File: config.mk
export PLATFORM = sky130hd
export DESIGN_NAME = dac_tx_flat
export DESIGN_NICKNAME = d
export VERILOG_FILES = /design/src/rtl/dac_pkg.sv /design/src/rtl/dac_tx_if.sv /design/src/rtl/dac_tx_tick_gen.sv /design/src/rtl/dac_tx.sv /design/src/flat_wrapper.sv
export SDC_FILE = /design/constraint.sdc
export NUM_CORES = 1
export LEC_CHECK = 0
export ABC_AREA = 1
export CAP_MARGIN = 25
export CORE_ASPECT_RATIO = 0.6
export CORE_MARGIN = 1
export CORE_UTILIZATION = 35
export CTS_CLUSTER_SIZE = 20
export DETAILED_ROUTE_END_ITERATION = 16
export RECOVER_POWER = 50
export SKIP_CTS_REPAIR_TIMING = 1
export SLEW_MARGIN = 20
export SYNTH_ARGS = -nofsm -noshare
export SYNTH_HDL_FRONTEND = slang
export SYNTH_SLANG_ARGS = --single-unit
export TNS_END_PERCENT = 100
File: constraint.sdc
create_clock -name clk -period 1.6 [get_ports clk]
set_input_delay 0.16 -clock clk [delete_from_list [all_inputs] [get_ports clk]]
set_output_delay 0.16 -clock clk [all_outputs]
set_load 0.02 [all_outputs]
File: src/rtl/dac_pkg.sv
// Shared definitions for the serial DAC transmitter.
//   dac_state_t      : transmitter FSM states
//   STATUS_*         : codes reported on the status output, one per state
//   FRAME_BITS       : bits per DAC frame, {ctrl[3:0], sample[11:0]}
//   DEFAULT_MIDSCALE : audio-zero sample replayed until real data arrives
//   status_of()      : maps a state to its status code
package dac_pkg;

  typedef enum logic [2:0] {
    IDLE,
    SETUP,
    SHIFT,
    HOLD,
    LATCH
  } dac_state_t;

  localparam logic [7:0] STATUS_IDLE  = 8'h00;
  localparam logic [7:0] STATUS_SETUP = 8'h01;
  localparam logic [7:0] STATUS_SHIFT = 8'h02;
  localparam logic [7:0] STATUS_HOLD  = 8'h03;
  localparam logic [7:0] STATUS_LATCH = 8'h04;

  localparam int FRAME_BITS = 16;

  localparam logic [11:0] DEFAULT_MIDSCALE = 12'h800;

  function automatic logic [7:0] status_of(input dac_state_t s);
    case (s)
      IDLE:    return STATUS_IDLE;
      SETUP:   return STATUS_SETUP;
      SHIFT:   return STATUS_SHIFT;
      HOLD:    return STATUS_HOLD;
      LATCH:   return STATUS_LATCH;
      default: return STATUS_IDLE;
    endcase
  endfunction

endpackage

File: src/rtl/dac_tx_if.sv
// Sample delivery channel from the processor to the DAC transmitter.
//   sample_in    : 12-bit unsigned audio sample
//   sample_valid : producer has a sample on sample_in
//   sample_ready : consumer holding register is empty
// Handshake: a transfer happens on every clock edge where sample_valid and
// sample_ready are both high. The producer keeps sample_in stable and
// sample_valid high until that edge; sample_ready does not depend on
// sample_valid in the same cycle.
// Modports: master = processor side, slave = dac_tx.
interface dac_tx_if;
  logic [11:0] sample_in;
  logic        sample_valid;
  logic        sample_ready;

  modport master (
    output sample_in,
    output sample_valid,
    input  sample_ready
  );

  modport slave (
    input  sample_in,
    input  sample_valid,
    output sample_ready
  );
endinterface

File: src/rtl/dac_tx_tick_gen.sv
// tick_gen: free-running divider producing a one-cycle tick.
//   clk, reset : system clock, synchronous active-high reset
//   enable     : count when high; counter is held at 0 when low
//   tick       : high for one cycle when the counter wraps at DIV-1
// Shared with the ADC capture side, so it carries no DAC-specific logic.
module tick_gen #(
  parameter int DIV = 12500
) (
  input  logic clk,
  input  logic reset,
  input  logic enable,
  output logic tick
);

  localparam int CW = (DIV > 1) ? $clog2(DIV) : 1;
  localparam logic [CW-1:0] LAST = CW'(DIV - 1);

  logic [CW-1:0] cnt;

  always_ff @(posedge clk) begin
    if (reset || !enable) begin
      cnt <= '0;
    end else if (cnt == LAST) begin
      cnt <= '0;
    end else begin
      cnt <= cnt + CW'(1);
    end
  end

  // Gated by enable so dropping enable suppresses a tick in the same cycle.
  assign tick = enable && (cnt == LAST);

endmodule

File: src/rtl/dac_tx.sv
// dac_tx: serial DAC transmitter.
// Buffers one 12-bit sample from the processor and, on every sample tick,
// shifts {ctrl, sample} MSB first to an SPI-style DAC, then pulses LDAC.
// Ports:
//   clk, reset    : system clock, synchronous active-high reset
//   enable        : run the sample tick generator
//   ctrl          : DAC control nibble, captured at frame load
//   smp           : sample valid/ready channel (slave side)
//   dac_cs_n      : chip select, active low
//   dac_sclk      : serial clock, idle low
//   dac_din       : serial data, changes on SCLK fall
//   dac_ldac_n    : load strobe, active low
//   busy          : FSM not in IDLE
//   underrun_cnt  : saturating count of ticks that found no fresh sample
//   status        : current state code (STATUS_* in dac_pkg)
// Frame timing, one phase = CLK_DIV cycles:
//   SETUP(1) + SHIFT(16 high + 15 low) + HOLD(1) + LATCH(1) = 34 phases.
module dac_tx
  import dac_pkg::*;
#(
  parameter int          CLK_DIV    = 50,
  parameter int          SAMPLE_DIV = 12500,
  parameter logic [11:0] MIDSCALE   = DEFAULT_MIDSCALE
) (
  input  logic       clk,
  input  logic       reset,
  input  logic       enable,
  input  logic [3:0] ctrl,
  dac_tx_if.slave    smp,
  output logic       dac_cs_n,
  output logic       dac_sclk,
  output logic       dac_din,
  output logic       dac_ldac_n,
  output logic       busy,
  output logic [7:0] underrun_cnt,
  output logic [7:0] status
);

  localparam int PW = (CLK_DIV > 1) ? $clog2(CLK_DIV) : 1;
  localparam logic [PW-1:0] PH_LAST  = PW'(CLK_DIV - 1);
  localparam logic [4:0]    LAST_BIT = 5'(FRAME_BITS - 1);

  // ---------------------------------------------------------------- tick
  logic tick;

  tick_gen #(
    .DIV(SAMPLE_DIV)
  ) u_tick (
    .clk   (clk),
    .reset (reset),
    .enable(enable),
    .tick  (tick)
  );

  // ------------------------------------------------------ sample holding
  logic [11:0] hold;
  logic        hold_full;
  logic [11:0] last_sample;
  logic        xfer;
  logic        load;
  logic [11:0] load_data;

  dac_state_t state, state_nxt;

  assign smp.sample_ready = !hold_full;
  assign xfer      = smp.sample_valid && !hold_full;
  // Ticks outside IDLE are dropped entirely: no load, no underrun.
  assign load      = tick && (state == IDLE);
  // A same-cycle transfer is not bypassed; the tick sees the old contents.
  assign load_data = hold_full ? hold : last_sample;

  always_ff @(posedge clk) begin
    if (reset) begin
      hold         <= '0;
      hold_full    <= 1'b0;
      last_sample  <= MIDSCALE;
      underrun_cnt <= '0;
    end else begin
      // xfer needs an empty register and a consuming load needs a full
      // one, so the two never collide.
      if (load && hold_full) begin
        hold_full <= 1'b0;
      end
      if (xfer) begin
        hold        <= smp.sample_in;
        hold_full   <= 1'b1;
        last_sample <= smp.sample_in;
      end
      if (load && !hold_full && (underrun_cnt != 8'hFF)) begin
        underrun_cnt <= underrun_cnt + 8'd1;
      end
    end
  end

  // ----------------------------------------------------------------- FSM
  logic [PW-1:0]         phase, phase_nxt;
  logic [4:0]            bit_cnt, bit_cnt_nxt;
  logic [FRAME_BITS-1:0] shreg, shreg_nxt;
  logic                  cs_n_nxt, sclk_nxt, din_nxt, ldac_n_nxt;
  logic                  busy_nxt;
  logic [7:0]            status_nxt;
  logic                  phase_end;

  always_ff @(posedge clk) begin
    if (reset) begin
      state      <= IDLE;
      phase      <= '0;
      bit_cnt    <= '0;
      shreg      <= '0;
      dac_cs_n   <= 1'b1;
      dac_sclk   <= 1'b0;
      dac_din    <= 1'b0;
      dac_ldac_n <= 1'b1;
      busy       <= 1'b0;
      status     <= STATUS_IDLE;
    end else begin
      state      <= state_nxt;
      phase      <= phase_nxt;
      bit_cnt    <= bit_cnt_nxt;
      shreg      <= shreg_nxt;
      dac_cs_n   <= cs_n_nxt;
      dac_sclk   <= sclk_nxt;
      dac_din    <= din_nxt;
      dac_ldac_n <= ldac_n_nxt;
      busy       <= busy_nxt;
      status     <= status_nxt;
    end
  end

  always_comb begin
    state_nxt   = state;
    phase_nxt   = phase;
    bit_cnt_nxt = bit_cnt;
    shreg_nxt   = shreg;
    cs_n_nxt    = dac_cs_n;
    sclk_nxt    = dac_sclk;
    din_nxt     = dac_din;
    ldac_n_nxt  = dac_ldac_n;
    phase_end   = (phase == PH_LAST);

    case (state)
      IDLE: begin
        if (load) begin
          state_nxt   = SETUP;
          phase_nxt   = '0;
          bit_cnt_nxt = LAST_BIT;
          shreg_nxt   = {ctrl, load_data};
          cs_n_nxt    = 1'b0;
          sclk_nxt    = 1'b0;
          din_nxt     = ctrl[3];
        end
      end

      SETUP: begin
        if (phase_end) begin
          state_nxt = SHIFT;
          phase_nxt = '0;
          sclk_nxt  = 1'b1;
        end else begin
          phase_nxt = phase + PW'(1);
        end
      end

      SHIFT: begin
        if (phase_end) begin
          phase_nxt = '0;
          if (dac_sclk) begin
            sclk_nxt = 1'b0;
            if (bit_cnt == 5'd0) begin
              state_nxt = HOLD;
            end else begin
              // Present the next bit while SCLK is low.
              bit_cnt_nxt = bit_cnt - 5'd1;
              shreg_nxt   = {shreg[FRAME_BITS-2:0], 1'b0};
              din_nxt     = shreg[FRAME_BITS-2];
            end
          end else begin
            sclk_nxt = 1'b1;
          end
        end else begin
          phase_nxt = phase + PW'(1);
        end
      end

      HOLD: begin
        if (phase_end) begin
          state_nxt  = LATCH;
          phase_nxt  = '0;
          cs_n_nxt   = 1'b1;
          ldac_n_nxt = 1'b0;
        end else begin
          phase_nxt = phase + PW'(1);
        end
      end

      LATCH: begin
        if (phase_end) begin
          state_nxt  = IDLE;
          phase_nxt  = '0;
          ldac_n_nxt = 1'b1;
          din_nxt    = 1'b0;
        end else begin
          phase_nxt = phase + PW'(1);
        end
      end

      default: begin
        state_nxt  = IDLE;
        phase_nxt  = '0;
        cs_n_nxt   = 1'b1;
        sclk_nxt   = 1'b0;
        din_nxt    = 1'b0;
        ldac_n_nxt = 1'b1;
      end
    endcase

    // Registered alongside the pins so status and busy line up with them.
    busy_nxt   = (state_nxt != IDLE);
    status_nxt = status_of(state_nxt);
  end

endmodule

File: src/flat_wrapper.sv
// flat-port wrapper written by rule: the top's interface ports become plain ports
module dac_tx_flat import dac_pkg::*;
#(
  parameter int          CLK_DIV    = 50,
  parameter int          SAMPLE_DIV = 12500,
  parameter logic [11:0] MIDSCALE   = DEFAULT_MIDSCALE
)
  (clk, reset, enable, ctrl, dac_cs_n, dac_sclk, dac_din, dac_ldac_n, busy, underrun_cnt, status, smp_sample_in, smp_sample_valid, smp_sample_ready);
  dac_tx_if smp_i ();
  input  logic clk;
  input  logic reset;
  input  logic enable;
  input  logic [3:0] ctrl;
  output logic dac_cs_n;
  output logic dac_sclk;
  output logic dac_din;
  output logic dac_ldac_n;
  output logic busy;
  output logic [7:0] underrun_cnt;
  output logic [7:0] status;
  input wire logic [$bits(smp_i.sample_in)-1:0] smp_sample_in;
  input wire logic [$bits(smp_i.sample_valid)-1:0] smp_sample_valid;
  output wire logic [$bits(smp_i.sample_ready)-1:0] smp_sample_ready;
  assign smp_i.sample_in = smp_sample_in;
  assign smp_i.sample_valid = smp_sample_valid;
  assign smp_sample_ready = smp_i.sample_ready;
  dac_tx #(.CLK_DIV(CLK_DIV), .SAMPLE_DIV(SAMPLE_DIV), .MIDSCALE(MIDSCALE)) u_core (.clk(clk), .reset(reset), .enable(enable), .ctrl(ctrl), .smp(smp_i), .dac_cs_n(dac_cs_n), .dac_sclk(dac_sclk), .dac_din(dac_din), .dac_ldac_n(dac_ldac_n), .busy(busy), .underrun_cnt(underrun_cnt), .status(status));
endmodule
Word-level counts from Yosys, hierarchy flattened
Index checks and enable logic that the tools add are counted.
{"block": "totals", "ff_bits": 89, "latch_bits": 0, "ramBits": 0, "romBits": 0, "in_bits": 20, "out_inout_bits": 22, "wordCells": 104, "memories": 0}
{"block": "op_classes", "n_addsub": 4, "multipliers": 0, "div_mod_pow": 0, "n_lt_le_gt_ge": 0, "n_eq_ne": 18, "shift": 0, "mux": 38, "n_bitwise": 4, "reduce_logical": 25}
{"cell": "$mux 15", "n": 4}
{"cell": "$pmux 15 s2", "n": 1}
{"cell": "$mux 3", "n": 7}
{"cell": "$mux 5", "n": 4}
{"cell": "$pmux 3 s5", "n": 1}
{"cell": "$add 14x1->14 const B", "n": 1}
{"cell": "$eq 14x14->1 const B", "n": 1}
{"cell": "$eq 3x2->1 const B", "n": 4}
{"cell": "$mux 12", "n": 1}
{"cell": "$mux 6", "n": 2}
{"cell": "$ne 2x1->1 const B", "n": 6}
{"cell": "$pmux 3 s4", "n": 1}
{"cell": "$pmux 6 s2", "n": 1}
{"cell": "$mux 1", "n": 11}
{"cell": "$pmux 5 s2", "n": 1}
{"cell": "$add 8x1->8 const B", "n": 1}
{"cell": "$ne 8x8->1 const B", "n": 1}
{"cell": "$pmux 1 s4", "n": 2}
{"cell": "$add 6x1->6 const B", "n": 1}
{"cell": "$eq 3x1->1 const B", "n": 2}
{"cell": "$eq 3x3->1 const B", "n": 2}
{"cell": "$eq 6x6->1 const B", "n": 1}
{"cell": "$logic_and 1x1->1", "n": 6}
{"cell": "$pmux 1 s3", "n": 2}
{"cell": "16 further kinds", "n": 25}

Logic depth before layout (Yosys ltp)
{"block": "logic_depth", "ltp_word": 7, "depth_mapped": 11, "ltp_nobuf": 11}

Modules after synthesis
A second synthesis with hierarchy kept.
{"block": "hier_totals", "cells_unflattened": 527, "hier_area_um2": 3592.2}
{"module": "dac_tx", "n_inst": 1, "cells_per_inst": 426, "area_each_um2": 2867.8, "seq_area_each_um2": 1181.1}
{"module": "tick_gen", "n_inst": 1, "cells_per_inst": 101, "area_each_um2": 724.4, "seq_area_each_um2": 280.3}

Worst setup path after synthesis
Ideal clock, no wire load.
{"block": "synth_timing", "path_type": "register -> register", "from": "reg u_core.phase[0]", "to": "reg u_core.bit_cnt[1]", "setup_time_ns": 0.128, "t_arrival_ns": 1.390, "required_time_ns": 1.472, "slack_ns": 0.082, "path_stages_with_launch": 10, "path_buffers": 1, "synth_period_minus_slack_ns": 1.518, "cell_sequence": "dfxtp_1 ha_1 nand4_2 nand2_1 nand2_2 nor2_8 nand2_4 buf_6 o21ai_1 nor2_1"}
{"block": "synth_via", "elab_chain_cells": 3}
{"item": "from (decl)", "line_no": "dac_tx.sv:96", "text": "logic [PW-1:0] phase, phase_nxt;"}
{"item": "from (signal assigned)", "line_no": "dac_tx.sv:118", "text": "phase <= phase_nxt;"}
{"item": "$eq 6x6->1", "line_no": "dac_tx.sv:139", "text": "phase_end = (phase == PH_LAST);"}
{"item": "$ne 2x1->1 (no line)"}
{"item": "$reduce_and 5->1 (no line)"}
{"item": "to (signal assigned)", "line_no": "dac_tx.sv:119", "text": "bit_cnt <= bit_cnt_nxt;"}
{"item": "to (decl)", "line_no": "dac_tx.sv:97", "text": "logic [4:0] bit_cnt, bit_cnt_nxt;"}
Every way passes these cells.
A chain may end at the register's enable or synchronous reset.

Final worst setup path
{"block": "layout_timing", "from": "reg u_core.phase[2]", "to": "reg u_core.shreg[4]"}
{"block": "layout_via", "elab_chain_cells": 3}
{"item": "$eq 6x6->1", "line_no": "dac_tx.sv:139"}
{"item": "$ne 2x1->1 (no line)"}
{"item": "$reduce_and 5->1 (no line)"}
{"item": "to (signal assigned)", "line_no": "dac_tx.sv:120", "text": "shreg <= shreg_nxt;"}
{"item": "to (decl)", "line_no": "dac_tx.sv:98", "text": "logic [FRAME_BITS-1:0] shreg, shreg_nxt;"}
Every way passes these cells.

==> run metrics <==
Via density=4.75; CP top delay family=simple AND/OR/NAND/NOR gates; clock buffer count from CTS=9; die height=80.4 um; Min-Delay Endpoint=u_core.last_sample[10]$_SDFFE_PP0P_; Clock Skew=0.00583 ns; Final min period=1.53 ns; worst path bufs/invs=2; clock sink count=73; CTS max path bufs=2; CORE AREA=9910 sq um; NetSw=0.935 mW; 1st-iter DRT viols=214; Flop pwr share=45.6%; Worst R2R Path Depth=9; initial core utilization=36.1%; Reg clk slew, reported paths=0.06 ns; Post-Syn Instances=524; top post-synthesis cells by area=dfxtp_1 41%, nand2_1 16%, nor2_1 7.4%, nand3_1 6.0%, a21oi_1 5.9%; htree depth=3; Arrival @ worst endpoint=1.79 ns; hpwl dp=6360 um; most used cell, CP=nand2_2; CP max stage delay=0.35 ns; setup TNS=0 ns; Pwr Total=4.09 mW; fraction of the cycle the final worst path needs=95.6%; Die X=133 um; Syn Std Cell Area=3580 sq um; Post-synth ARST share=0%; grt met2 use=25.9%; first-pass GRT wire length=14300 um; CP cell instances=nor2_2, nand4_4, nand2_2, nand2_2, nor2_8, buf_4, buf_8, nand3_1, a21oi_1; post-route ant nets=0; Max Cap Violations=0; # DRC=0; row cnt=28; combinational power share=5.3%; final instance area=4830 sq um; Max Freq=0.654 GHz; Max IR drop VDD=0.529 mV; final worst-path setup slack=0.0699 ns; top cells by count, synth=149 x nand2_1, 73 x dfxtp_1, 71 x nor2_1; Yosys cell types=35; Slew Viols, Final=0; CP Launch Type=flop; placed cell area=4230 sq um; RSZ-0062 raised after global routing=true; Hold Worst Slack=0.453 ns; Cell Pwr Density=846 nW/um^2; CTS tree=done; Final Hold Vio Count=0; Hold Crit Depth=3; Synth top area share=40.8%; number of synthesized register bits=73; clk_lat worst skew=0.34 ns; Place WS=-0.0492 ns; internal power=3.15 mW; Leak Pwr=2.07 nW; drt wl/cell=12.1 um; Area Overhead vs Synth=34.8%; top-count cell post-synth=nand2_1; hold crit path type=in2reg; data required time of the worst path=1.86 ns; nets=628; FF-to-FF End=u_core.shreg[4]$_SDFFE_PP0P_; global placement routability congestion=0.805; # port buffers=36; area leader, netlist=dfxtp_1; r2r startpoint=u_core.phase[2]$_SDFFE_PP0P_; total congestion overflow=0; share of cells above drive strength 1=19.4%; diode count=0; Crit Path Category=reg2reg; Initial DRT Pass Iterations=5; Avg Inst Size Synth=6.84 sq um; Clock Power Share=49.1%; crit end category=flop; I/O pins=42; DR vias=3521; GR peak layer=met2; GRT Total Usage=17.1%; Final Setup Violations=0; Post-synth top flop=dfxtp_1; R2R setup slack=0.07 ns; status=finished clean; number of global-route vias before repair=3059; number of synthesized flops with an enable pin=0; # fillers=979; Ys Warns=0; met3 Use GR=4.86%; slowest CP cell=dfxtp_1; Switching Fraction=22.9%; wirelength, routed=9010 um; HP Start=smp_sample_in[10]; clk root buf=clkbuf_16; met1 usage=23.3%; worst-path fanout max=6; initial antenna violation count=0; die area=10700 sq um; largest net degree at the start of global routing=31; post-synthesis sequential area ratio=40.8%
-- flip-flops by register name, summed over array words and instances, names as in the netlist --
register and count:
u_core.state 3, u_core.underrun_cnt 8, u_core.dac_din 1, u_core.status 3, u_core.busy 1, u_core.phase 6, u_core.dac_ldac_n 1, u_core.shreg 15
u_core.dac_sclk 1, u_core.hold 1, u_core.u_tick.cnt 14, u_core.hold_full 1, u_core.last_sample 12, u_core.dac_cs_n 1, u_core.bit_cnt 5
-- metrics by stage --
| step | util (%) | std cells |
|---|---|---|
| floorplan | - | 528 |
| global placement | 42.7 | 711 |
| detailed placement | 42.7 | 711 |
| CTS | 45.6 | 727 |
| global route | 48.7 | 742 |
| finish | 48.7 | 742 |
-- cell usage in the layout, fill, tap and decap left out, types with 2 or more instances in the layout --
master	synthesis	routed
inv_4	1	2
nor2_4	1	2
nor3_1	6	6
nand2_4	1	3
inv_2	4	5
o21ai_0	21	20
buf_6	4	4
buf_4	9	37
or2_2	2	2
nand3_2	1	5
nand2_1	149	147
conb_1	1	5
xor2_1	4	4
nand4_1	10	10
ha_1	6	3
nor3_2	2	2
o21ai_1	1	2
dfxtp_1	73	60
nand2_8	0	2
ha_4	0	3
dfxtp_4	0	2
nand3b_1	2	2
dfxtp_2	0	11
nand2_2	4	4
nand3_1	43	39
nor2_2	1	12
clkinvlp_4	0	2
a21oi_1	42	41
clkdlybuf4s50_1	0	32
nor2_1	71	59
clkbuf_1	7	6
clkbuf_16	0	10
inv_1	46	44
xnor2_1	3	3
or2_0	2	2
-- worst max path at each step --
stage	startpoint	endpoint	cells after the start
final	u_core.phase[2]$_SDFFE_PP0P_	u_core.shreg[4]$_SDFFE_PP0P_	9
after global routing	u_core.phase[2]$_SDFFE_PP0P_	u_core.shreg[4]$_SDFFE_PP0P_	9
after CTS	u_core.u_tick.cnt[1]$_SDFF_PP0_	u_core.underrun_cnt[6]$_SDFFE_PP0P_	9
after detailed placement	u_core.u_tick.cnt[1]$_SDFF_PP0_	u_core.underrun_cnt[0]$_SDFFE_PP0P_	8
after global placement	u_core.u_tick.cnt[0]$_SDFF_PP0_	u_core.underrun_cnt[0]$_SDFFE_PP0P_	8
after floorplan	u_core.phase[0]$_SDFFE_PP0P_	u_core.bit_cnt[1]$_SDFFE_PP0P_	9
-- power by group through the flow --
stage	logic [mW]	clock network (mW)	registers, mW
final	0.215	2.01	1.87
after global routing	0.242	2.15	1.87
after CTS	0.216	2.07	1.87
after detailed placement	0.216	0	1.91
after global placement	0.213	0	1.91
after floorplan	0.129	0	1.90
-- worst min-delay path: stages --
cell and delay, ns:
clkdlybuf4s50_1 0.39, o21ai_0 0.16, nor2_1 0.04
-- layout make-up --
| cell class | instances | area (sq um) | area share [%] |
|---|---|---|---|
| clock buffer | 10 | 229 | 4.74 |
| clock inverter | 6 | 67.6 | 1.40 |
| inverter | 52 | 200 | 4.14 |
| multi-input combinational | 385 | 1960 | 40.6 |
| sequential | 73 | 1480 | 30.7 |
| tap | 135 | 169 | 3.50 |
| timing repair buffer | 81 | 722 | 14.9 |
-- cells by family (layout without fill, tap and decap cells) --
family	Yosys count	in the layout	synth area share [%]
xor gates and xnor gates	7	7	1.71
DFF	73	73	40.8
and+or+nand+nor	298	300	36.3
AOI/OAI and AO/OA	67	67	9.57
adders and majority gates	6	6	2.09
buffers and inverters	72	149	9.39
other	1	5	0.105
-- per-layer routing --
metal	part of all wire, %	vias up
li1	-	1831
met1	51	1595
met2	43	87
met3	5.4	8
met4	0.87	0
met5	0	-
Power figures use the tool's default switching activity.
